### src/rtl/uart_tx_sched.sv
// uart_tx_sched
// Transmit scheduler for the console UART. It has four jobs:
//   - it generates the 16x baud tick for uart_tx;
//   - it arbitrates one uart_tx between the CPU teleprinter (requester 0) and
//     the debug monitor (requester 1), round-robin with line locking, so that
//     lines from the two sources never interleave;
//   - it feeds each byte into the transmitter holding register using a
//     tx_write / tx_rdy handshake;
//   - optionally, it inserts a CR in front of each LF.
//
// Parameters:
//   X16_DIV     clocks per mclkx16 tick (2..65535)
//   LOCK_TICKS  mclkx16 ticks of owner inactivity before the line lock is
//               released; 0 disables locking
//
// Ports:
//   i_clk, i_rst_n                 system clock, async active-low reset
//   o_mclkx16                      one-clock tick every X16_DIV clocks
//   i_req0_valid/_data, o_req0_ready   requester 0 (CPU teleprinter)
//   i_req1_valid/_data, o_req1_ready   requester 1 (debug monitor)
//   o_tx_write, o_tx_data          write strobe and byte to uart_tx
//   i_tx_rdy                       uart_tx holding register free
//   o_owner                        requester granted last
//   o_locked                       line lock held by o_owner
//
// Build option:
//   UART_TX_SCHED_CRLF_EN  when defined, each accepted LF is preceded by a CR
//                          that carries the LF's parity bit. The CR is skipped
//                          when that requester's previous byte was already a CR.
module uart_tx_sched #(
  parameter int unsigned X16_DIV    = 326,
  parameter int unsigned LOCK_TICKS = 4096
) (
  input  logic       i_clk,
  input  logic       i_rst_n,
  output logic       o_mclkx16,
  input  logic       i_req0_valid,
  input  logic [7:0] i_req0_data,
  output logic       o_req0_ready,
  input  logic       i_req1_valid,
  input  logic [7:0] i_req1_data,
  output logic       o_req1_ready,
  output logic       o_tx_write,
  output logic [7:0] o_tx_data,
  input  logic       i_tx_rdy,
  output logic       o_owner,
  output logic       o_locked
);

  localparam logic [15:0] DIV_LAST  = 16'(X16_DIV - 1);
  localparam logic [15:0] LOCK_LAST = 16'(LOCK_TICKS - 1);
  localparam bit          LOCK_EN   = (LOCK_TICKS != 0);

  typedef enum logic [1:0] {
    ST_IDLE,
    ST_WRITE,
    ST_SETTLE,
    ST_WAIT
  } state_t;

  state_t      r_state;
  logic [15:0] r_divCount;
  logic [15:0] r_lockCount;
  logic        r_run;
  logic        r_owner;
  logic        r_locked;
  logic        r_txWrite;
  logic [7:0]  r_hold;

  logic        w_mclkx16;
  logic        w_sel;
  logic        w_selValid;
  logic        w_grant;
  logic [7:0]  w_acceptData;
  logic        w_isLf;

`ifdef UART_TX_SCHED_CRLF_EN
  logic [7:0]  r_pend;
  logic        r_pendValid;
  logic [1:0]  r_lastCr;
  logic        w_isCr;
`endif

  // Baud tick divider. The counter runs freely from reset release, and the
  // tick is decoded from the counter's last value.
  always_ff @(posedge i_clk or negedge i_rst_n) begin
    if (!i_rst_n) begin
      r_divCount <= 16'd0;
    end else if (r_divCount == DIV_LAST) begin
      r_divCount <= 16'd0;
    end else begin
      r_divCount <= r_divCount + 16'd1;
    end
  end

  assign w_mclkx16 = (r_divCount == DIV_LAST);

  // Requester selection.
  // - While the line is locked, only the owner may go.
  // - Otherwise, when both requesters want the line, the one that did not go
  //   last is chosen.
  always_comb begin
    w_sel      = 1'b0;
    w_selValid = 1'b0;
    if (r_locked) begin
      w_sel      = r_owner;
      w_selValid = r_owner ? i_req1_valid : i_req0_valid;
    end else if (i_req0_valid && i_req1_valid) begin
      w_sel      = ~r_owner;
      w_selValid = 1'b1;
    end else if (i_req1_valid) begin
      w_sel      = 1'b1;
      w_selValid = 1'b1;
    end else if (i_req0_valid) begin
      w_sel      = 1'b0;
      w_selValid = 1'b1;
    end
  end

  // The ready signal is qualified by the selected requester's valid, so a
  // raised ready always means an accept in that cycle.
  assign w_grant      = r_run && (r_state == ST_IDLE) && i_tx_rdy && w_selValid;
  assign o_req0_ready = w_grant && !w_sel;
  assign o_req1_ready = w_grant && w_sel;

  assign w_acceptData = w_sel ? i_req1_data : i_req0_data;
  assign w_isLf       = (w_acceptData[6:0] == 7'h0A);
`ifdef UART_TX_SCHED_CRLF_EN
  assign w_isCr       = (w_acceptData[6:0] == 7'h0D);
`endif

  // The run flag, the owner, and the line lock with its inactivity timeout.
  // An accept always takes precedence over a timeout in the same cycle.
  always_ff @(posedge i_clk or negedge i_rst_n) begin
    if (!i_rst_n) begin
      r_run       <= 1'b0;
      r_owner     <= 1'b0;
      r_locked    <= 1'b0;
      r_lockCount <= 16'd0;
    end else begin
      r_run <= 1'b1;
      if (w_grant) begin
        r_owner     <= w_sel;
        r_locked    <= LOCK_EN && !w_isLf;
        r_lockCount <= 16'd0;
      end else if (r_locked && (r_state == ST_IDLE) && w_mclkx16) begin
        if (r_lockCount == LOCK_LAST) begin
          r_locked    <= 1'b0;
          r_lockCount <= 16'd0;
        end else begin
          r_lockCount <= r_lockCount + 16'd1;
        end
      end
    end
  end

  // Write sequencer.
  // - An accepted byte is loaded into the hold register, and the one-cycle
  //   write strobe is raised.
  // - SETTLE then masks tx_rdy for one cycle, because uart_tx only drops
  //   tx_rdy one cycle after it sees the write.
  // - With CR insertion, the LF is parked in r_pend and sent from WAIT.
  always_ff @(posedge i_clk or negedge i_rst_n) begin
    if (!i_rst_n) begin
      r_state     <= ST_IDLE;
      r_hold      <= 8'h00;
      r_txWrite   <= 1'b0;
`ifdef UART_TX_SCHED_CRLF_EN
      r_pend      <= 8'h00;
      r_pendValid <= 1'b0;
      r_lastCr    <= 2'b00;
`endif
    end else begin
      r_txWrite <= 1'b0;
      case (r_state)
        ST_IDLE: begin
          if (w_grant) begin
            r_state   <= ST_WRITE;
            r_txWrite <= 1'b1;
`ifdef UART_TX_SCHED_CRLF_EN
            r_lastCr[w_sel] <= w_isCr;
            if (w_isLf && !r_lastCr[w_sel]) begin
              r_hold      <= {w_acceptData[7], 7'h0D};
              r_pend      <= w_acceptData;
              r_pendValid <= 1'b1;
            end else begin
              r_hold <= w_acceptData;
            end
`else
            r_hold <= w_acceptData;
`endif
          end
        end
        ST_WRITE: begin
          r_state <= ST_SETTLE;
        end
        ST_SETTLE: begin
`ifdef UART_TX_SCHED_CRLF_EN
          r_state <= r_pendValid ? ST_WAIT : ST_IDLE;
`else
          r_state <= ST_IDLE;
`endif
        end
        ST_WAIT: begin
`ifdef UART_TX_SCHED_CRLF_EN
          if (i_tx_rdy) begin
            r_state     <= ST_WRITE;
            r_txWrite   <= 1'b1;
            r_hold      <= r_pend;
            r_pendValid <= 1'b0;
          end
`else
          r_state <= ST_IDLE;
`endif
        end
        default: begin
          r_state <= ST_IDLE;
        end
      endcase
    end
  end

  assign o_mclkx16  = w_mclkx16;
  assign o_tx_write = r_txWrite;
  assign o_tx_data  = r_hold;
  assign o_owner    = r_owner;
  assign o_locked   = r_locked;

endmodule

### config.mk
export PLATFORM = sky130hd
export DESIGN_NAME = uart_tx_sched
export DESIGN_NICKNAME = d
export VERILOG_FILES = /design/src/rtl/uart_tx_sched.sv
export SDC_FILE = /design/constraint.sdc
export NUM_CORES = 1
export LEC_CHECK = 0
export CAP_MARGIN = 5
export CORE_ASPECT_RATIO = 1.1
export CORE_MARGIN = 3
export CORE_UTILIZATION = 54
export DETAILED_ROUTE_END_ITERATION = 6
export GPL_ROUTABILITY_DRIVEN = 0
export PLACE_DENSITY_LB_ADDON = 0.12
export REMOVE_ABC_BUFFERS = 1
export SYNTH_ARGS = -nofsm -noshare
export SYNTH_HDL_FRONTEND = slang
export SYNTH_SLANG_ARGS = --single-unit
### constraint.sdc
create_clock -name i_clk -period 2.9 [get_ports i_clk]
set_clock_uncertainty 0.1 [all_clocks]
set_input_delay 0.725 -clock i_clk [delete_from_list [all_inputs] [get_ports i_clk]]
set_output_delay 0.725 -clock i_clk [all_outputs]
set_load 0.1 [all_outputs]
==> results of run 1 <==
cell type report:
type	instances	area (sq um)	area share, %
Inverter	5	18.8	0.639
Sequential cell	46	1150	39.2
Tap cell	52	65.1	2.21
Timing Repair Buffer	44	410	14.0
Clock buffer	5	68.8	2.34
Multi-Input combinational cell	182	1180	40.2
Clock inverter	3	43.8	1.49
path summary, 6_finish.rpt:
| kind | start | end | slack [ns] | depth (start not counted) |
|---|---|---|---|---|
| hold / removal | i_rst_n | r_lockCount[2]$_DFFE_PN0P_ | 0.32 | 1 |
| min in group i_clk | r_state[1]$_DFFE_PN0P_ | r_state[1]$_DFFE_PN0P_ | 0.36 | 1 |
| max in group asynchronous | i_rst_n | r_divCount[2]$_DFF_PN0_ | 1.79 | 2 |
| setup reg to reg | r_divCount[1]$_DFF_PN0_ | r_lockCount[14]$_DFFE_PN0P_ | 0.75 | 7 |
| hold reg to reg | r_state[1]$_DFFE_PN0P_ | r_state[1]$_DFFE_PN0P_ | 0.36 | 1 |
| setup / recovery | i_tx_rdy | o_req0_ready | 0.11 | 6 |
sequential cells by signal, indices dropped and copies added (netlist names):
| signal | count |
|---|---|
| o_locked | 1 |
| o_owner | 1 |
| o_tx_data | 8 |
| o_tx_write | 1 |
| r_divCount | 16 |
| r_lockCount | 16 |
| r_run | 1 |
| r_state | 2 |
power breakdown:
part           switching, mW  total [mW]  internal [mW]
logic                  0.764        1.00          0.236
clock network          0.236       0.494          0.259
registers             0.0630       0.781          0.718
per-stage QoR:
stage | power, mW | TNS (ns)
after detailed placement | 1.79 | -0.312
final | 2.28 | 0
after CTS | 2.28 | 0
after global routing | 2.37 | 0
after global placement | 1.78 | -0.223
after floorplan | 1.52 | -3.23
metal layers:
| layer | vias to the layer above | share of wire [%] |
|---|---|---|
| met3 | 6 | 6.9 |
| met2 | 69 | 47 |
| met1 | 984 | 45 |
| met5 | - | 0 |
| met4 | 0 | 1.2 |
| li1 | 998 | - |
layout by cell type (no fill, tap or decap), types with 2 or more instances in the layout:
master           synthesis  routed
a211oi_1                 7       7
a21oi_1                  6       6
and3_1                   6       6
and4_1                   5       5
buf_12                   0       3
buf_4                    0      21
clkbuf_8                 0       5
clkdlybuf4s50_1          0      17
dfrtp_1                 46      46
dlygate4sd2_1            0       2
ha_1                     3       3
inv_1                    5       5
mux2i_1                 12      12
nand2_1                 27      27
nand3_1                 13      13
nand4_1                 15      15
nand4_2                  2       2
nor2_1                  13      12
nor3_1                   6       6
nor4_1                   2       2
o21ai_0                 10      10
o22ai_1                  6       6
o31ai_1                  4       4
or3_1                    4       4
or4_1                    6       6
xnor2_1                  9       9
xor2_1                   5       5
cells by family (layout without fill, tap and decap cells):
logic type,Yosys count,in the layout,share of synthesized area (%)
multiplexers,12,12,5.03
AND/OR/NAND/NOR,109,109,25.3
buffers and inverters,15,57,2.52
flip-flops,46,46,48.2
AO/OA/AOI/OAI,43,43,12.1
other,1,1,0.157
adder cells (fa/ha/maj),3,3,1.57
XOR/XNOR,14,14,5.14
repair_timing:
item / in CTS / in global routing
setup endpoints to repair: 2 / 1
gates resized for setup: 4 / 0
pin swaps: 1 / 1
buffers inserted: 2 / 0
==> insert_results.sql, run 1 <==
INSERT INTO impl_metrics (metric_group, metric, value, unit) VALUES
('sta', 'worstMarginPinSlew', '0.628', 'ns'),
('cells_and_area', 'final_standard_cell_utilization_of_the_core', '71.4', '%'),
('sta', 'setup_viol', '0', ''),
('grt', 'grt_pass1_wl', '8670', 'um'),
('cells_and_area', 'layout-area-overhead-vs-synth', '23.1', '%'),
('cells_and_area', 'n_fill_cell', '311', ''),
('worst_setup_path', 'worst-path-max-fanout', '3', ''),
('floorplanning', 'core', '0.00411', 'sq mm'),
('detailed_routing', 'viasPerCell', '6.10', ''),
('detailed_routing', 'post-route-drc-count', '0', ''),
('job', 'maxCapViolCount', '0', ''),
('floorplanning', 'die_width', '69.4', 'um'),
('sta', 'final.setup.worst_slack', '0.106', 'ns'),
('synthesis', 'ys_types', '45', ''),
('sta', 'final.period_utilization', '96.4', '%'),
('cells_and_area', 'antennaDiodeCount', '0', ''),
('grt', 'overall_fraction_of_global_route_tracks_in_use', '20.6', '%'),
('grt', 'grt_start_max_net_pins', '29', ''),
('floorplanning', 'placementRows', '24', ''),
('sta', 'timing.final.hold_violations', '0', ''),
('cts', 'clock_latency', '0.31', 'ns'),
('detailed_routing', 'drt_iter0_drc', '206', ''),
('cells_and_area', 'final_layout_size_suffix_gt1_share', '14.7', '%'),
('synthesis', 'synth-edff-count', '0', ''),
('detailed_routing', 'drt_pre_antenna_iters', '4', ''),
('power', 'power_density', '774', 'mW/mm^2'),
('place', 'placement.cell_area', '0.00281', 'sq mm'),
('synthesis', 'ys.warnings.count', '0', ''),
('grt', 'grt_overflow_total', '0', ''),
('synthesis', 'synth.cell_area', '0.00239', 'sq mm'),
('worst_setup_path', 'path_buf_inv', '3', ''),
('synthesis', 'ys_top_cells_by_count', 'dfrtp_1 (46), nand2_1 (27), nand4_1 (15)', ''),
('worst_setup_path', 'slowest_cp_cell', 'clkdlybuf4s50_1', ''),
('grt', 'grt-busiest-layer', 'met2', ''),
('synthesis', 'postSynth.topFlopCell', 'dfrtp_1', ''),
('grt', 'groute.layer.met1.usage', '25.7', '%'),
('grt', 'met3_capacity_usage_during_global_routing', '4.75', '%'),
('cts', 'cts_root_buffer', 'clkbuf_8', ''),
('grt', 'grt_antenna_before_repair', '0', ''),
('detailed_routing', 'detail-route-antenna-nets', '0', ''),
('cts', 'tritoncts', 'built', ''),
('place', 'post-dp-hpwl', '3700', 'um'),
('sta', 'fin_worst_hold_slack', '0.320', 'ns'),
('cells_and_area', 'layout.nets', '308', ''),
('detailed_routing', 'routed_len_inst', '15.3', 'um'),
('grt', 'number_of_global_route_vias_before_repair', '1920', ''),
('cts', 'htreeDepth', '2', ''),
('synthesis', 'ys_ff_latch', '46', ''),
('synthesis', 'ys_async_rst_share', '100', '%'),
('cts', 'path_clk_slew', '0.09', 'ns'),
('cells_and_area', 'finalInstanceArea', '0.00294', 'sq mm'),
('worst_setup_path', 'crit_family', 'buffers and inverters', ''),
('floorplanning', 'start_util', '58.0', '%'),
('synthesis', 'post-synth-top-count-cell', 'dfrtp_1', ''),
('synthesis', 'postSynthCellCount', '243', ''),
('cts', 'tritoncts.num_buffers', '5', ''),
('sta', 'top_achievable_clock_speed', '358', 'MHz'),
('worst_setup_path', 'crit_chain', 'clkdlybuf4s50_1 -> nand2_1 -> a2111o_1 -> inv_1 -> and2_4 -> buf_12', ''),
('synthesis', 'synth.top_cells.by_area', 'dfrtp_1 (48%), mux2i_1 (5.0%), nand2_1 (4.2%)', ''),
('worst_setup_path', 'timing_worst_setup_path_type', 'in2out', ''),
('run_status', 'result_of_the_run', 'complete, no violations', ''),
('sta', 'min_clock_period_post_route', '2.79', 'ns'),
('cts', 'holdBufCountCts', '0', ''),
('grt', 'global_route.usage.met2', '35.6', '%'),
('floorplanning', 'count_of_boundary_i_o_pins', '35', ''),
('cts', 'clk_path_buf_depth', '2', ''),
('power', 'peak_ir_drop_on_the_vdd_network', '714', 'uV'),
('place', 'placement.io_buffers', '34', ''),
('synthesis', 'synth_sequential_area_ratio', '48.2', '%'),
('worst_hold_path', 'min-delay-path-class', 'in2async', ''),
('cells_and_area', 'final-instance-count-excl-fill', '337', '');
No activity file was read; power rests on OpenSTA's default activity.
==> run 2, diff against run 1 <==
--- a/config.mk
+++ b/config.mk
@@ -13,6 +13,7 @@
 export GPL_ROUTABILITY_DRIVEN = 0
 export PLACE_DENSITY_LB_ADDON = 0.12
 export REMOVE_ABC_BUFFERS = 1
+export SETUP_SLACK_MARGIN = 0.05
 export SYNTH_ARGS = -nofsm -noshare
 export SYNTH_HDL_FRONTEND = slang
 export SYNTH_SLANG_ARGS = --single-unit
==> results of run 2 <==
Final layout, timing and power as in run 1 (identical DEF).
